## src/rtl/branch_resolver.sv

```systemverilog
// -----------------------------------------------------------------------------
// branch_resolver
//   EX-stage partner of the gshare predictor. Carries each fetched
//   instruction's prediction through the ID and EX slots, compares it with the
//   real outcome in EX, and drives the predictor update, the one-shot flush
//   with its redirect PC, and saturating branch/mispredict counters.
//
// Ports
//   clk, reset          : clock, synchronous active-high reset
//   i_if_valid          : IF holds a real fetched instruction
//   i_if_pc             : PC of the fetched instruction
//   i_if_pred_taken     : predictor "taken" for i_if_pc
//   i_if_pred_target    : predicted target fetched if taken
//   i_hazard            : pipeline stall (same signal the predictor sees)
//   i_ex_is_branch      : EX instruction is a conditional branch
//   i_ex_cond           : EX branch condition (actual taken)
//   i_ex_target         : EX computed branch target
//   o_update            : predictor update strobe
//   o_real_taken        : actual outcome to the predictor
//   o_flush             : squash IF/ID and ID/EX contents
//   o_redirect_pc       : corrected fetch PC, zero unless o_flush
//   o_branch_cnt        : resolved conditional branches (saturating)
//   o_mispred_cnt       : mispredictions of any cause (saturating)
// -----------------------------------------------------------------------------
module branch_resolver #(
    parameter int XLEN  = 32,
    parameter int CNT_W = 32
) (
    input  logic             clk,
    input  logic             reset,
    input  logic             i_if_valid,
    input  logic [XLEN-1:0]  i_if_pc,
    input  logic             i_if_pred_taken,
    input  logic [XLEN-1:0]  i_if_pred_target,
    input  logic             i_hazard,
    input  logic             i_ex_is_branch,
    input  logic             i_ex_cond,
    input  logic [XLEN-1:0]  i_ex_target,
    output logic             o_update,
    output logic             o_real_taken,
    output logic             o_flush,
    output logic [XLEN-1:0]  o_redirect_pc,
    output logic [CNT_W-1:0] o_branch_cnt,
    output logic [CNT_W-1:0] o_mispred_cnt
);

    typedef struct packed {
        logic            valid;
        logic [XLEN-1:0] pc;
        logic            pred_taken;
        logic [XLEN-1:0] pred_target;
    } slot_t;

    slot_t            r_id;
    slot_t            r_ex;
    logic             r_resolved;
    logic [CNT_W-1:0] r_branch_cnt;
    logic [CNT_W-1:0] r_mispred_cnt;

    logic             w_ev;
    logic             w_actual_taken;
    logic [XLEN-1:0]  w_next_pc;
    logic             w_mispredict;
    logic             w_update;

    // An instruction frozen in EX is evaluated only in its first cycle there;
    // r_resolved masks the remaining stall cycles.
    assign w_ev           = r_ex.valid & ~r_resolved;
    assign w_actual_taken = i_ex_is_branch & i_ex_cond;
    assign w_next_pc      = w_actual_taken ? i_ex_target : r_ex.pc + XLEN'(4);
    assign w_update       = w_ev & i_ex_is_branch;

    // NOTE: every output of a combinational block gets a default before any
    // condition, so no path leaves it unassigned and no latch is inferred.
    always_comb begin
        w_mispredict = 1'b0;
        if (w_ev) begin
            if (i_ex_is_branch) begin
                // Wrong direction, or right "taken" direction with a stale target.
                w_mispredict = (r_ex.pred_taken != i_ex_cond) |
                               (r_ex.pred_taken & i_ex_cond &
                                (r_ex.pred_target != i_ex_target));
            end else begin
                // Predictor aliasing: a non-branch was predicted taken.
                w_mispredict = r_ex.pred_taken;
            end
        end
    end

    assign o_update      = w_update;
    assign o_real_taken  = w_ev & w_actual_taken;
    assign o_flush       = w_mispredict;
    assign o_redirect_pc = w_mispredict ? w_next_pc : '0;
    assign o_branch_cnt  = r_branch_cnt;
    assign o_mispred_cnt = r_mispred_cnt;

    // NOTE: sequential state uses non-blocking assignments so every register
    // samples the pre-edge values; EX <= ID relies on this.
    always_ff @(posedge clk) begin
        if (reset) begin
            r_id          <= '0;
            r_ex          <= '0;
            r_resolved    <= 1'b0;
            r_branch_cnt  <= '0;
            r_mispred_cnt <= '0;
        end else begin
            if (w_mispredict) begin
                // Flush beats stall; the instruction now in IF is dropped too.
                r_id.valid <= 1'b0;
                r_ex.valid <= 1'b0;
                r_resolved <= 1'b0;
            end else if (!i_hazard) begin
                r_id       <= '{valid:       i_if_valid,
                                pc:          i_if_pc,
                                pred_taken:  i_if_pred_taken,
                                pred_target: i_if_pred_target};
                r_ex       <= r_id;
                r_resolved <= 1'b0;
            end else begin
                r_resolved <= r_resolved | w_ev;
            end

            if (w_update && (r_branch_cnt != '1)) begin
                r_branch_cnt <= r_branch_cnt + CNT_W'(1);
            end
            if (w_mispredict && (r_mispred_cnt != '1)) begin
                r_mispred_cnt <= r_mispred_cnt + CNT_W'(1);
            end
        end
    end

endmodule

```

## config.mk

```make
export PLATFORM = sky130hd
export DESIGN_NAME = branch_resolver
export DESIGN_NICKNAME = d
export VERILOG_FILES = /design/src/rtl/branch_resolver.sv
export SDC_FILE = /design/constraint.sdc
export NUM_CORES = 1
export LEC_CHECK = 0
export ABC_AREA = 1
export CAP_MARGIN = 20
export CORE_ASPECT_RATIO = 0.7
export CORE_UTILIZATION = 30
export CTS_CLUSTER_SIZE = 12
export DETAILED_ROUTE_END_ITERATION = 10
export DONT_BUFFER_PORTS = 1
export PLACE_DENSITY = 0.43
export SLEW_MARGIN = 20
export SYNTH_ARGS = -nofsm -noshare
export SYNTH_HDL_FRONTEND = slang
export SYNTH_SLANG_ARGS = --single-unit
```

## constraint.sdc

```tcl
create_clock -name clk -period 2.5 [get_ports clk]
set_input_delay 0.375 -clock clk [delete_from_list [all_inputs] [get_ports clk]]
set_output_delay 0.375 -clock clk [all_outputs]
set_load 0.05 [all_outputs]
```

* Yosys cells after proc, flatten, opt, wreduce, memory -nomap -nowiden
Cells that the tools add are included.
Word-level totals: flip-flop bits (word level) 197, bits of input ports 103, output and inout port bits 99, logic and storage cells 38
Operators by class: add/subtract/negate cells 3, equality and inequality tests 4, muxes and demuxes 4, bitwise gates (word level) 11, reduce and logical (&&, ||, !) cells 5
Operator list (count):
- 32-bit by 1-bit adder with 32-bit output, second input constant | 2
- 32-bit two-way mux | 2
- 32-bit inequality test, second input constant | 2
- 32-bit by 3-bit adder with 32-bit output, second input constant | 1
- 32-bit inequality test | 1
- 1-bit AND | 6
- 1-bit NOT | 3
- 3-bit OR reduction | 1
- 1-bit logical AND | 2
- 1-bit two-way mux | 2
- 1-bit OR | 2
- 2-bit AND reduction | 1
- 2-bit OR reduction | 1
- 1-bit inequality test | 1

* Depth between registers and ports, before layout
depth in word-level cells 7, depth in mapped cells 16, mapped depth without buffers 14

* Least setup slack after synthesis
No wires, ideal clock.
path type input port to output port, start input i_ex_target[2], end output o_redirect_pc[11], data arrival time 2519 ps, required time 2125 ps, path slack -394 ps, cell stages on the path 15, buffers on the path 3, path through inv_1 -> nand2_1 -> nand2_1 -> nand2_1 -> nor2_1 -> nand2_1 -> nor2_1 -> nand2_1 -> nand2_1 -> nand2_2 -> nand2_1 -> buf_4 -> buf_6 -> buf_2 -> a211oi_1
On the way: word-level cells in the longest chain between the ends 6
Ends and longest elaborated chain:
- start: declaration | RTL line 38 | input logic [XLEN-1:0] i_ex_target,
- 32-bit inequality test | RTL line 82 | (r_ex.pred_target != i_ex_target));
- 1-bit AND | RTL line 81 | (r_ex.pred_taken & i_ex_cond &
- 1-bit OR | RTL line 80 | w_mispredict = (r_ex.pred_taken != i_ex_cond) |
- 1-bit two-way mux | RTL line 78 | if (i_ex_is_branch) begin
- 1-bit two-way mux | RTL line 77 | if (w_ev) begin
- 32-bit two-way mux | RTL line 93 | assign o_redirect_pc = w_mispredict ? w_next_pc : '0;
- end: declaration | RTL line 42 | output logic [XLEN-1:0] o_redirect_pc,
No other way between the ends.

* Worst setup path after layout
start register r_ex[40] in the netlist's numbering, end output o_redirect_pc[27]
On the way: word-level cells in the longest chain between the ends 3
Ends and longest elaborated chain:
- start: declaration | RTL line 55 | slot_t r_ex;
- start signal: assignment | RTL line 117 | r_ex <= r_id;
- 32-bit by 3-bit adder with 32-bit output | RTL line 70 | assign w_next_pc = w_actual_taken ? i_ex_target : r_ex.pc + XLEN'(4);
- 32-bit two-way mux | RTL line 70
- 32-bit two-way mux | RTL line 93
No other way between the ends.

==> results.sh <==
export IMPL_cts_tree="built"
export IMPL_p_total_mw=7.61
export IMPL_syn2layout_area_growth_pct=31.9
export IMPL_grt_max_degree=89
export IMPL_grtUsageTotal_pct=20.9
export IMPL_rr_endpoint="r_id[57]"
export IMPL_path_clk_slew_ns=0.08
export IMPL_critPathKind="reg2out"
export IMPL_drive_above_1_share_pct=20.0
export IMPL_p_per_area_nw_per_um2=508
export IMPL_slowest_stage="dfxtp_1"
export IMPL_layout_common_cells="390 x nand2_1, 238 x nor2_1, 208 x inv_1, 188 x a21oi_1, 167 x nand3_1"
export IMPL_yosys_warnings=0
export IMPL_drv_slew=0
export IMPL_numCtsBuffers=17
export IMPL_io_pin_count=202
export IMPL_fin_crit_ns=2.71
export IMPL_clock_root_buffer="clkbuf_16"
export IMPL_finalWirelength_um=41700
export IMPL_reg2reg_from="r_ex[27]"
export IMPL_fillers=4021
export IMPL_wire_per_inst_um=17.3
export IMPL_place_inst=2340
export IMPL_detail_route_iter0_violations=912
export IMPL_ff2ff_path_depth=19
export IMPL_h_tree_depth=4
export IMPL_synthesis_nets=1909
export IMPL_end_kind="primary output"
export IMPL_synthTopCellsByArea="dfxtp_1 35%, nand2_1 14%, a21oi_1 9.0%, nor2_1 8.6%, nand3_1 7.5%"
export IMPL_regArea_um2=4000
export IMPL_grt_ovfl_total=0
export IMPL_synth_top_area_cell="dfxtp_1"
export IMPL_synth_top_area_share_pct=34.7
export IMPL_holdPathEnd="r_id[65]"
export IMPL_r2r_slack_ns=0.08
export IMPL_arrival_ns=2.33
export IMPL_crit_chain="buf_4 > nand2_1 > nor2_2 > nand4_1 > nor2_2 > nand2_1 > xnor2_1 > nor2_2 > nor2_4 > buf_12"
export IMPL_period_share_pct=108
export IMPL_worstMarginPinSlew_ns=0.568
export IMPL_vias=11800
export IMPL_max_freq_mhz=369
export IMPL_switchingPower_mw=2.43
export IMPL_power_frac_comb_pct=16.7
export IMPL_ys_ff_latch=197
export IMPL_clock_skew_ns=0.0163
export IMPL_setup_slack_ns=-0.209
export IMPL_hold_viol=0
export IMPL_maxCapViolCount=0
export IMPL_path_max_fanout=3
export IMPL_slowest_delay_ns=0.34
export IMPL_port_buffers=0
export IMPL_failed_checks="setup timing"
export IMPL_cts_max_path_buffers=2
export IMPL_fin_tns_setup_ns=-4.32
export IMPL_synthFlopType="dfxtp_1"
export IMPL_p_seq_share_pct=45.3
export IMPL_status="finished, violations left"
export IMPL_layout_commonest_cell="nand2_1"
export IMPL_worstPathRequired_ns=2.12
export IMPL_grt_pass1_vias=10400
export IMPL_start_kind="flop"
export IMPL_postRouteAntennaNets=0
export IMPL_grt_pass1_wl_um=61900
export IMPL_start_util_pct=30.5
export IMPL_netlist_instances=1802
export IMPL_hold_depth=2
export IMPL_setup_violations_final=33
export IMPL_dp_hpwl_um=29800
export IMPL_fin_nets=2018
export IMPL_multi_input_area_um2=6710
export IMPL_hold_class="in2reg"
export IMPL_die_x_um=235
export IMPL_startpoint="r_ex[40]"
export IMPL_synth_edff_count=0
export IMPL_rsz0062_at_grt="yes"
export IMPL_coreArea_um2=37200
export IMPL_drt_pass1_iterations=5
export IMPL_clockPowerShare_pct=38.0
export IMPL_p_int_mw=5.19
export IMPL_clock_latency_ns=0.46
export IMPL_relSlewSlack_pct=62.2
export IMPL_ys_seq_area_share_pct=34.7
export IMPL_peakVddDrop_mv=0.482
export IMPL_async_flop_share_pct=0
export IMPL_die_y_um=165
export IMPL_p_leak_nw=6.34
export IMPL_place_congestion=0.937
export IMPL_drc_errors=0
export IMPL_holdCritStartpoint="i_hazard"
export IMPL_viasPerCell=4.87
export IMPL_dieArea_um2=38600
export IMPL_netSwitchingFraction_pct=31.9
export IMPL_rows=59
export IMPL_fin_cells=2413
export IMPL_clock_sinks=197
export IMPL_avgSynthCellArea_um2=6.30
export IMPL_path_common_cell="nor2_2"
export IMPL_yosysUniqueCellTypes=32
export IMPL_synth_area_um2=11400
export IMPL_antenna_found_initial=1
==> metal layers <==
layer	GRT usage (%)	wire length, µm	share of wire, %	vias to the layer above
met5	0	0	0	-
met4	3.93	272	0.65	0
met2	27.6	16800	40	275
met3	4.01	2430	5.8	17
met1	33.8	22200	53	5495
li1	-	-	-	5964
==> power by group through the flow <==
| stage | registers [mW] | clock network, mW | logic [mW] |
|---|---|---|---|
| 3_3_place_gp | 3.51 | 0 | 1.06 |
| 6_report | 3.45 | 2.89 | 1.27 |
| 4_1_cts | 3.44 | 3.00 | 1.17 |
| 3_5_place_dp | 3.51 | 0 | 1.06 |
| 5_1_grt | 3.47 | 3.12 | 1.41 |
| 2_1_floorplan | 3.48 | 0 | 0.767 |
==> worst max-delay path by stage <==
stage                   endpoint  cells after the start
2_1_floorplan  o_redirect_pc[11]                     15
3_3_place_gp   o_redirect_pc[28]                     14
3_5_place_dp   o_redirect_pc[28]                     14
4_1_cts        o_redirect_pc[22]                     12
5_1_grt        o_redirect_pc[24]                     13
6_report       o_redirect_pc[27]                     10
==> synthesized netlist by cell type (all sizes together) (2+ instances only) <==
cell type	n
buf	56
and3	3
nand3	172
o21ai	21
nor4	8
o21bai	2
nand2	412
a21oi	204
xor2	38
or2	3
clkbuf	49
nor3	34
ha	4
a211oi	13
nor2	265
a31oi	2
xnor2	45
dfxtp	197
inv	219
nand4	52
==> worst max-delay path, delay by kind of cell, from the launching register on <==
kind                   cells  cell delay (ns)
buffers and inverters      2             0.27
flip-flops                 1             0.34
XOR/XNOR                   1             0.26
AND/OR/NAND/NOR            7             1.00
==> layout make-up <==
type / instances / share of cell area (%)
clock inverter: 15 / 1.17
multi-input combinational: 1280 / 44.8
timing repair buffer: 195 / 14.8
antenna: 1 / 0.0167
clock buffer: 17 / 2.84
sequential: 197 / 26.7
inverter: 220 / 5.61
tap: 488 / 4.08
==> metrics by stage <==
step	worst slack [ns]	hold WS, ns	area [µm²]	util (%)
finish	-0.209	0.0688	15000	40.2
global route	-0.354	0.0455	15000	40.2
CTS	-0.244	0.0351	14300	38.5
global placement	0.0475	0.442	13100	35.2
detailed placement	0.0182	0.447	13100	35.2
floorplan	-0.394	0.432	11400	-
==> state kept, by name, indices dropped and copies added (netlist names) <==
signal / cells
o_mispred_cnt: 32
r_resolved: 1
o_branch_cnt: 32
r_ex: 66
r_id: 66
==> what timing repair did <==
item,in CTS,in global routing
buffers inserted,11,18
hold buffers,1,0
endpoints found under the setup margin,33,75
gates resized for setup,107,91
pin swaps,17,46
hold endpoints to repair,44,0
gates cloned,5,9
==> logic make-up after synthesis <==
logic type               synth area share, %
buffers and inverters                   11.6
AND/OR/NAND/NOR                         35.8
XOR/XNOR                                6.40
adder cells (fa/ha/maj)                0.441
flip-flops                              34.7
AO/OA/AOI/OAI                           11.0
Power figures use the tool's default switching activity.
